**src/rtl/pwm_ramp_controller_if.sv**
```systemverilog
// Control/status bundle between the register file, the ramp controller and the PWM.
// The master drives target/step/rate/enable and period_end; the slave returns duty and status.
interface pwm_ramp_controller_if #(
   parameter int unsigned WIDTH = 8,
   parameter int unsigned DIV_W = 8
);
   logic             enable;
   logic [WIDTH-1:0] target;
   logic             target_load;
   logic [3:0]       step;
   logic [DIV_W-1:0] rate_div;
   logic             period_end;
   logic [WIDTH-1:0] duty_out;
   logic             busy;
   logic             done;

   modport master (
      output enable, target, target_load, step, rate_div, period_end,
      input  duty_out, busy, done
   );

   modport slave (
      input  enable, target, target_load, step, rate_div, period_end,
      output duty_out, busy, done
   );
endinterface

```
**src/rtl/pwm_ramp_controller.sv**
```systemverilog
// Walks the PWM duty cycle toward a loaded target in clamped steps, one step every
// rate_div+1 PWM periods, so duty only changes at period boundaries.
module pwm_ramp_controller #(
   parameter int unsigned WIDTH = 8,
   parameter int unsigned DIV_W = 8
) (
   input logic                   clk,
   input logic                   rst_n,
   pwm_ramp_controller_if.slave  ctrl_if
);
   localparam int unsigned EXT_W = WIDTH + 1;

   typedef enum logic [1:0] {IDLE = 2'd0, UP = 2'd1, DOWN = 2'd2} state_e;

   state_e             state_q,  state_d;
   logic [WIDTH-1:0]   duty_q,   duty_d;
   logic [WIDTH-1:0]   target_q, target_d;
   logic [DIV_W-1:0]   divcnt_q, divcnt_d;
   logic               busy_q,   busy_d;
   logic               done_q,   done_d;

   logic [EXT_W-1:0]   step_ext_c;
   logic [EXT_W-1:0]   sum_c;
   logic [EXT_W-1:0]   diff_c;
   logic [WIDTH-1:0]   stepped_c;

   // One extra bit keeps the add/subtract from wrapping before the clamp.
   always_comb begin
      step_ext_c = (ctrl_if.step == 4'd0) ? EXT_W'(1) : EXT_W'(ctrl_if.step);
      sum_c      = {1'b0, duty_q} + step_ext_c;
      diff_c     = {1'b0, duty_q} - step_ext_c;
      if (state_q == DOWN) begin
         stepped_c = (diff_c[WIDTH] || (diff_c[WIDTH-1:0] <= target_q)) ? target_q
                                                                        : diff_c[WIDTH-1:0];
      end else begin
         stepped_c = (sum_c >= {1'b0, target_q}) ? target_q : sum_c[WIDTH-1:0];
      end
   end

   always_comb begin
      state_d  = state_q;
      duty_d   = duty_q;
      target_d = target_q;
      divcnt_d = divcnt_q;
      done_d   = 1'b0;

      if (!ctrl_if.enable) begin
         state_d  = IDLE;
         divcnt_d = '0;
         if (ctrl_if.target_load) target_d = ctrl_if.target;
      end else if (ctrl_if.target_load) begin
         // Loads (including retargets mid-ramp) pick direction against the present duty.
         target_d = ctrl_if.target;
         divcnt_d = '0;
         if (ctrl_if.target > duty_q) begin
            state_d = UP;
         end else if (ctrl_if.target < duty_q) begin
            state_d = DOWN;
         end else begin
            state_d = IDLE;
            done_d  = 1'b1;
         end
      end else begin
         case (state_q)
            IDLE: begin
               divcnt_d = '0;
               // Resume after enable returns with a target still outstanding.
               if (target_q > duty_q)      state_d = UP;
               else if (target_q < duty_q) state_d = DOWN;
            end
            UP, DOWN: begin
               if (ctrl_if.period_end) begin
                  if (divcnt_q == ctrl_if.rate_div) begin
                     divcnt_d = '0;
                     duty_d   = stepped_c;
                     if (stepped_c == target_q) begin
                        state_d = IDLE;
                        done_d  = 1'b1;
                     end
                  end else begin
                     divcnt_d = divcnt_q + DIV_W'(1);
                  end
               end
            end
            default: state_d = IDLE;
         endcase
      end

      busy_d = (state_d != IDLE);
   end

   always_ff @(posedge clk or negedge rst_n) begin
      if (!rst_n) begin
         state_q  <= IDLE;
         duty_q   <= '0;
         target_q <= '0;
         divcnt_q <= '0;
         busy_q   <= 1'b0;
         done_q   <= 1'b0;
      end else begin
         state_q  <= state_d;
         duty_q   <= duty_d;
         target_q <= target_d;
         divcnt_q <= divcnt_d;
         busy_q   <= busy_d;
         done_q   <= done_d;
      end
   end

   assign ctrl_if.duty_out = duty_q;
   assign ctrl_if.busy     = busy_q;
   assign ctrl_if.done     = done_q;

endmodule

```
**src/flat_wrapper.sv**
```systemverilog
// flat-port wrapper written by rule: the top's interface ports become plain ports
module pwm_ramp_controller_flat 
#(
   parameter int unsigned WIDTH = 8,
   parameter int unsigned DIV_W = 8
)
  (clk, rst_n, ctrl_if_enable, ctrl_if_target, ctrl_if_target_load, ctrl_if_step, ctrl_if_rate_div, ctrl_if_period_end, ctrl_if_duty_out, ctrl_if_busy, ctrl_if_done);
  pwm_ramp_controller_if #(.WIDTH(WIDTH), .DIV_W(DIV_W)) ctrl_if_i ();
  input logic clk;
  input logic rst_n;
  input wire logic [$bits(ctrl_if_i.enable)-1:0] ctrl_if_enable;
  input wire logic [$bits(ctrl_if_i.target)-1:0] ctrl_if_target;
  input wire logic [$bits(ctrl_if_i.target_load)-1:0] ctrl_if_target_load;
  input wire logic [$bits(ctrl_if_i.step)-1:0] ctrl_if_step;
  input wire logic [$bits(ctrl_if_i.rate_div)-1:0] ctrl_if_rate_div;
  input wire logic [$bits(ctrl_if_i.period_end)-1:0] ctrl_if_period_end;
  output wire logic [$bits(ctrl_if_i.duty_out)-1:0] ctrl_if_duty_out;
  output wire logic [$bits(ctrl_if_i.busy)-1:0] ctrl_if_busy;
  output wire logic [$bits(ctrl_if_i.done)-1:0] ctrl_if_done;
  assign ctrl_if_i.enable = ctrl_if_enable;
  assign ctrl_if_i.target = ctrl_if_target;
  assign ctrl_if_i.target_load = ctrl_if_target_load;
  assign ctrl_if_i.step = ctrl_if_step;
  assign ctrl_if_i.rate_div = ctrl_if_rate_div;
  assign ctrl_if_i.period_end = ctrl_if_period_end;
  assign ctrl_if_duty_out = ctrl_if_i.duty_out;
  assign ctrl_if_busy = ctrl_if_i.busy;
  assign ctrl_if_done = ctrl_if_i.done;
  pwm_ramp_controller #(.WIDTH(WIDTH), .DIV_W(DIV_W)) u_core (.clk(clk), .rst_n(rst_n), .ctrl_if(ctrl_if_i));
endmodule
```
**config.mk**
```make
export PLATFORM = sky130hd
export DESIGN_NAME = pwm_ramp_controller_flat
export DESIGN_NICKNAME = d
export VERILOG_FILES = /design/src/rtl/pwm_ramp_controller_if.sv /design/src/rtl/pwm_ramp_controller.sv /design/src/flat_wrapper.sv
export SDC_FILE = /design/constraint.sdc
export NUM_CORES = 1
export LEC_CHECK = 0
export CAP_MARGIN = 10
export CORE_AREA = 2 2 70 121
export DETAILED_ROUTE_END_ITERATION = 16
export DIE_AREA = 0 0 72 123
export PLACE_DENSITY = 0.67
export SLEW_MARGIN = 30
export SYNTH_ARGS = -nofsm -noshare
export SYNTH_HDL_FRONTEND = slang
export SYNTH_SLANG_ARGS = --single-unit
export TNS_END_PERCENT = 30
```
**constraint.sdc**
```tcl
create_clock -name clk -period 4.6 [get_ports clk]
set_input_delay 1.38 -clock clk [delete_from_list [all_inputs] [get_ports clk]]
set_output_delay 1.38 -clock clk [all_outputs]
set_load 0.01 [all_outputs]
```
==> flow_summary_export.csv, run 1 <==
group,metric,value,unit
clock_network,cts.sinks,28,
timing,holdWs,0.5059,ns
global_routing,grt_pass1_vias,3204,
finish,multiInputGateArea,2311,um^2
detailed_routing,initialDrtViolationCount,101,
timing,setup_tns,-0.6546,ns
timing,worstMarginPinSlew,0.6778,ns
detailed_routing,first_pass_iters,5,
run,max-cap-violations,0,
timing,finalSetupViolCount,4,
die,core_area,7909,um^2
synthesis,netlist_area,3063,um^2
timing,fin_ws,-0.2234,ns
synthesis,ys_ff_latch,28,
finish,final_cell_area,4091,um^2
synthesis,synth_compound_area_share,22.39,%
finish,seq_area,700.7,um^2
detailed_routing,post_drt_via_cell_ratio,5.664,
synthesis,synth.area.mux_share,1.062,%
synthesis,ys_seq_area_share,22.88,%
clock_network,clock_path_buffers,2,
global_routing,overflow,0,
worst_setup_path,cp_max_fo,4,
synthesis,synth_cells,369,
timing,fmax,207.3,MHz
global_routing,antenna_found_initial,0,
worst_setup_path,cp-startpoint,"ctrl_if_step[1]",
finish,stdcell_count,535,
detailed_routing,wirelength,9137,um
worst_setup_path,start_kind,"input port",
die,rows,43,
synthesis,synth_fa_ha_area_share,19.69,%
synthesis,synthFlopType,"dfrtp_1",
detailed_routing,drc,0,
timing,finalMaxSlewViolations,0,
finish,fillCellCount,766,
finish,final_common_cell,"buf_4",
timing,slew-limit-headroom,54.67,%
worst_setup_path,r2r_start,"u_core.ctrl_if.duty_out[1]$_DFFE_PN0P_",
detailed_routing,maxUsedRoutingLayer,"met4",
timing,hold_viol_final,0,
pwr,report.power.total,0.8167,mW
die,die_area,8856,um^2
worst_setup_path,worstPathArrival,4.99,ns
synthesis,synth_area_per_cell,8.301,um^2
detailed_routing,wl_per_cell,17.08,um
status,status,"finished, violations left",
finish,mostFrequentLayoutCells,"buf_4 (51), ha_1 (41), o21ai_0 (30), clkdlybuf4s50_1 (30), inv_1 (29)",
worst_setup_path,crit_path_end_kind,"flip-flop",
placed_design,place_hpwl,7486,um
status,violations,"negative setup slack",
placed_design,place.port_buffers,34,
detailed_routing,met1Wirelength,3334,um
clock_network,postCtsHoldBufs,0,
finish,post-route-util,51.73,%
timing,period_minus_slack,4.823,ns
placed_design,dp_slack,-0.9180,ns
die,die_x,72,um
clock_network,htreeDepth,1,
die,start_util,38.73,%
synthesis,synth.distinct_cells,55,
global_routing,track_usage,22.08,%
timing,finClkSkew,0.005560,ns
min_path,worst_hold_path_type,"reg2reg",
synthesis,syn-num-nets,441,
finish,drive_above_1_share,20.67,%
finish,layout.nets,518,
clock_network,cts-root-buf,"clkbuf_16",
detailed_routing,met2_length,4978,um
finish,areaGrowthSynthToFinish,33.58,%
synthesis,synthArstFlopShare,100.0,%
clock_network,cts_buffers,3,
synthesis,synth_top_family_by_area,"compound AO/OA/AOI/OAI gates",
placed_design,dpl.cell_count,525,
global_routing,grt_max_degree,29,
timing,final.period_utilization,104.9,%
pwr,vdd_ir_drop_max,0.0001698,V
min_path,hold_start,"u_core.divcnt_q[7]$_DFFE_PN0P_",
clock_network,tritoncts,"yes",
synthesis,yosys.area_share.simple,18.59,%
synthesis,ys_warn_count,0,
placed_design,gp_congestion,0.9440,
global_routing,grt_pass1_wl,15010,um
clock_network,clk_pin_slew,0.08,ns
synthesis,synth_edf_count,0,
timing,rsz0062_at_grt,"true",
worst_setup_path,crit_type,"in2reg",
synthesis,synth_xor_area_share,9.436,%
pwr,p_leak,1.803,nW
die,die_h,123,um
worst_setup_path,crit_required,4.76,ns
pwr,p_per_area,199.6,nW/um^2
detailed_routing,vias,3030,
die,io_pins,35,
finish,insertedDiodeCount,0,
placed_design,place_area,3837,um^2
detailed_routing,dr_wl_met3,219,um
clock_network,clock_latency,0.27,ns
detailed_routing,antenna_left,0,
-- worst max-delay path: stages --
cell       delay (ns)
buf_8            0.10
inv_6            0.05
a31o_4           0.18
ha_4             0.14
inv_2            0.04
fa_2             0.33
a21o_1           0.24
a2111oi_4        0.35
xnor2_1          0.17
ha_1             0.27
o21a_1           0.18
a21oi_2          0.17
nand3_2          0.13
a41oi_2          0.20
and4_1           0.20
a311oi_1         0.05
or4_4            0.51
a211o_1          0.28
-- repair_timing --
item                       CTS  global route
pin swaps                   15            15
gates resized for setup     29            11
setup endpoints to repair   12            12
cloned                       0             0
buffers inserted             4             2
-- metal layers --
metal  GRT usage (%)  vias to the layer above
met1           22.31                     1429
met3           1.874                       37
met2           42.19                       76
met5               0                        -
met4           14.03                        0
li1                -                     1488
-- final timing paths --
path	end	slack, ns	depth (start not counted)
max reg2reg	u_core.ctrl_if.busy$_DFF_PN0_	0.43	14
min in group asynchronous	u_core.ctrl_if.duty_out[5]$_DFFE_PN0P_	1.49	2
max	u_core.ctrl_if.busy$_DFF_PN0_	-0.22	18
max in group asynchronous	u_core.target_q[3]$_DFFE_PN0P_	2.82	2
min	u_core.divcnt_q[7]$_DFFE_PN0P_	0.51	1
min reg2reg	u_core.divcnt_q[7]$_DFFE_PN0P_	0.51	1
-- registers in the layout, summed over array words and instances, names as in the netlist --
name	count
u_core.target_q	8
u_core.divcnt_q	8
u_core.ctrl_if.duty_out	8
u_core.ctrl_if.done	1
u_core.ctrl_if.busy	1
u_core.state_q	2
-- cells in the mapped netlist, types with 6 or more instances --
| cell | instances | share of area (%) |
|---|---|---|
| a211oi_1 | 6 | 1.5 |
| a21o_1 | 6 | 1.5 |
| a21oi_1 | 20 | 3.3 |
| clkbuf_1 | 9 | 1.1 |
| dfrtp_1 | 28 | 23 |
| ha_1 | 45 | 18 |
| inv_1 | 33 | 4.0 |
| nand2_1 | 24 | 2.9 |
| nand2b_1 | 8 | 1.6 |
| nand3_1 | 13 | 2.1 |
| nand4_1 | 9 | 1.8 |
| nor2_1 | 21 | 2.6 |
| nor3_1 | 11 | 1.8 |
| o21ai_0 | 32 | 5.2 |
| xnor2_1 | 26 | 7.4 |
| xor2_1 | 7 | 2.0 |
-- layout make-up --
| type | count | share of cell area [%] |
|---|---|---|
| clock inverters | 1 | 0.7339 |
| flip-flops and latches | 28 | 17.13 |
| repair buffers | 85 | 17.86 |
| multi-input cells | 295 | 56.48 |
| clock buffers | 3 | 1.835 |
| well taps | 90 | 2.752 |
| inverters | 33 | 3.211 |
-- cell families after synthesis --
kind of cell               after synthesis
and+or+nand+nor                        109
AOI/OAI and AO/OA                      103
adders and majority gates               47
buffers and inverters                   46
xor gates and xnor gates                33
DFF                                     28
muxes                                    3
-- report_power, final --
part	leakage, nW	switching [mW]	internal, mW
logic	1.38	0.140	0.131
registers	0.372	0.0184	0.257
clock network	0.0511	0.0965	0.174
total	1.80	0.255	0.562
No activity file was read; power rests on OpenSTA's default activity.
==> run 2: changes to the inputs <==
Settings changed: DONT_BUFFER_PORTS set to 1, PLACE_DENSITY 0.67 to 0.61.
==> flow_summary_export.csv, run 2 (synthesized netlist as in run 1, its figures left out) <==
group,metric,value,unit
finish,insertedDiodeCount,0,
clock_network,cts_buffers,3,
run,max-cap-violations,0,
finish,areaGrowthSynthToFinish,18.06,%
status,status,"finished, violations left",
detailed_routing,first_pass_iters,5,
detailed_routing,post_drt_via_cell_ratio,5.955,
pwr,p_per_area,195.9,nW/um^2
min_path,worst_hold_path_type,"reg2reg",
timing,finClkSkew,0.001317,ns
min_path,hold_start,"u_core.divcnt_q[7]$_DFFE_PN0P_",
pwr,report.power.total,0.7083,mW
die,core_area,7909,um^2
clock_network,cts.sinks,28,
global_routing,grt_pass1_vias,3025,
worst_setup_path,crit_path_end_kind,"flip-flop",
status,violations,"negative setup slack",
clock_network,htreeDepth,1,
clock_network,clock_path_buffers,2,
global_routing,track_usage,21.86,%
detailed_routing,wirelength,9314,um
worst_setup_path,r2r-end,"u_core.ctrl_if.busy$_DFF_PN0_",
die,die_h,123,um
die,die_x,72,um
worst_setup_path,start_kind,"input port",
timing,setup_tns,-0.4991,ns
clock_network,clk_pin_slew,0.07,ns
pwr,vdd_ir_drop_max,0.0001570,V
detailed_routing,drc,0,
placed_design,place_hpwl,7586,um
worst_setup_path,crit_type,"in2reg",
finish,drive_above_1_share,18.59,%
clock_network,clock_latency,0.27,ns
timing,fin_ws,-0.1712,ns
pwr,p_leak,1.612,nW
global_routing,antenna_found_initial,0,
global_routing,grt_max_degree,29,
clock_network,tritoncts,"yes",
timing,finalSetupViolCount,4,
die,rows,43,
finish,final_common_cell,"ha_1",
timing,holdWs,0.5053,ns
worst_setup_path,crit_required,4.76,ns
detailed_routing,vias,2906,
die,io_pins,35,
timing,fmax,209.6,MHz
detailed_routing,initialDrtViolationCount,113,
finish,post-route-util,45.72,%
finish,mostFrequentLayoutCells,"ha_1 (44), buf_4 (39), o21ai_0 (30)",
worst_setup_path,cp_max_fo,5,
worst_setup_path,r2r_setup_slack,0.43,ns
global_routing,overflow,0,
timing,finalMaxSlewViolations,0,
timing,hold_viol_final,0,
timing,rsz0062_at_grt,"true",
timing,slew-limit-headroom,60.29,%
worst_setup_path,worstPathArrival,4.93,ns
clock_network,cts-root-buf,"clkbuf_16",
finish,layout.nets,472,
timing,final.period_utilization,103.7,%
placed_design,gp_congestion,0.9304,
detailed_routing,antenna_left,0,
die,start_util,38.73,%
worst_setup_path,rr_worst_depth,14,
min_path,whs_path_depth,1,
clock_network,postCtsHoldBufs,0,
worst_setup_path,r2r_start,"u_core.ctrl_if.duty_out[2]$_DFFE_PN0P_",
finish,fillCellCount,786,
die,die_area,8856,um^2
detailed_routing,wl_per_cell,19.09,um
global_routing,grt_pass1_wl,14740,um
min_path,min_delay_worst_endpoint,"u_core.divcnt_q[7]$_DFFE_PN0P_",
placed_design,place.port_buffers,0,
timing,period_minus_slack,4.771,ns
timing,worstMarginPinSlew,0.5956,ns
run 2: cell types whose count changed in the layout (fill, tap and decap cells not counted), sizes merged:
| cell | delta |
|---|---|
| clkdlybuf4s50 | -30 |
| inv | -1 |
| clkdlybuf4s15 | -1 |
| clkinv | +1 |
| buf | -15 |
| bufinv | -1 |
run 2: final cells by class:
| type | instances | area, um^2 | area share, % |
|---|---|---|---|
| sequential | 28 | 700.7 | 19.38 |
| tap | 90 | 112.6 | 3.114 |
| clock buffer | 3 | 75.07 | 2.076 |
| timing repair buffer | 39 | 292.8 | 8.097 |
| inverter | 33 | 151.4 | 4.187 |
| multi-input combinational | 295 | 2283 | 63.15 |
run 2: how the worst max path moves through the flow:
stage                    start                       endpoint  slack, ns
2_1_floorplan  ctrl_if_step[2]  u_core.ctrl_if.busy$_DFF_PN0_      -0.25
3_5_place_dp   ctrl_if_step[3]  u_core.ctrl_if.busy$_DFF_PN0_      -0.45
4_1_cts        ctrl_if_step[3]  u_core.ctrl_if.busy$_DFF_PN0_      -0.16
6_report       ctrl_if_step[2]  u_core.ctrl_if.busy$_DFF_PN0_      -0.17
5_1_grt        ctrl_if_step[2]  u_core.ctrl_if.busy$_DFF_PN0_      -0.29
3_3_place_gp   ctrl_if_step[3]  u_core.ctrl_if.busy$_DFF_PN0_      -0.38
run 2: layer usage:
layer  GRT usage (%)  wire length [um]
met2           42.53              5169
met4           13.21               536
met3           2.934               334
met5               0                 0
met1           21.04              3273
run 2: through the flow:
| stage | instance area, um^2 | instances | setup WS (ns) |
|---|---|---|---|
| final | 3616 | 488 | -0.1712 |
| after CTS | 3522 | 487 | -0.1628 |
| after floorplan | 3105 | 369 | -0.2476 |
| after global placement | 3445 | 484 | -0.3763 |
| after global routing | 3616 | 488 | -0.2892 |
| after detailed placement | 3445 | 484 | -0.4511 |
run 2: power breakdown:
part | internal (mW) | switching (mW) | leakage (nW)
registers | 0.257 | 0.0200 | 0.372
clock network | 0.116 | 0.0860 | 0.0370
logic | 0.105 | 0.125 | 1.20
run 2: critical path, stage by stage:
cell	delay (ns)
clkinv_8	0.02
a31o_4	0.24
ha_1	0.21
fa_1	0.39
nand2b_1	0.14
a21oi_1	0.13
nor2_1	0.17
xnor2_1	0.12
ha_1	0.36
o211ai_1	0.19
nor3_2	0.25
nor4b_4	0.11
a211oi_2	0.33
a311oi_2	0.08
or4_4	0.54
a211o_1	0.27
run 2: repair_timing:
item	in CTS	in global routing
endpoints found under the setup margin	6	12
buffers inserted	0	1
resized for setup	1	25
pin swaps	0	2
cloned	0	0
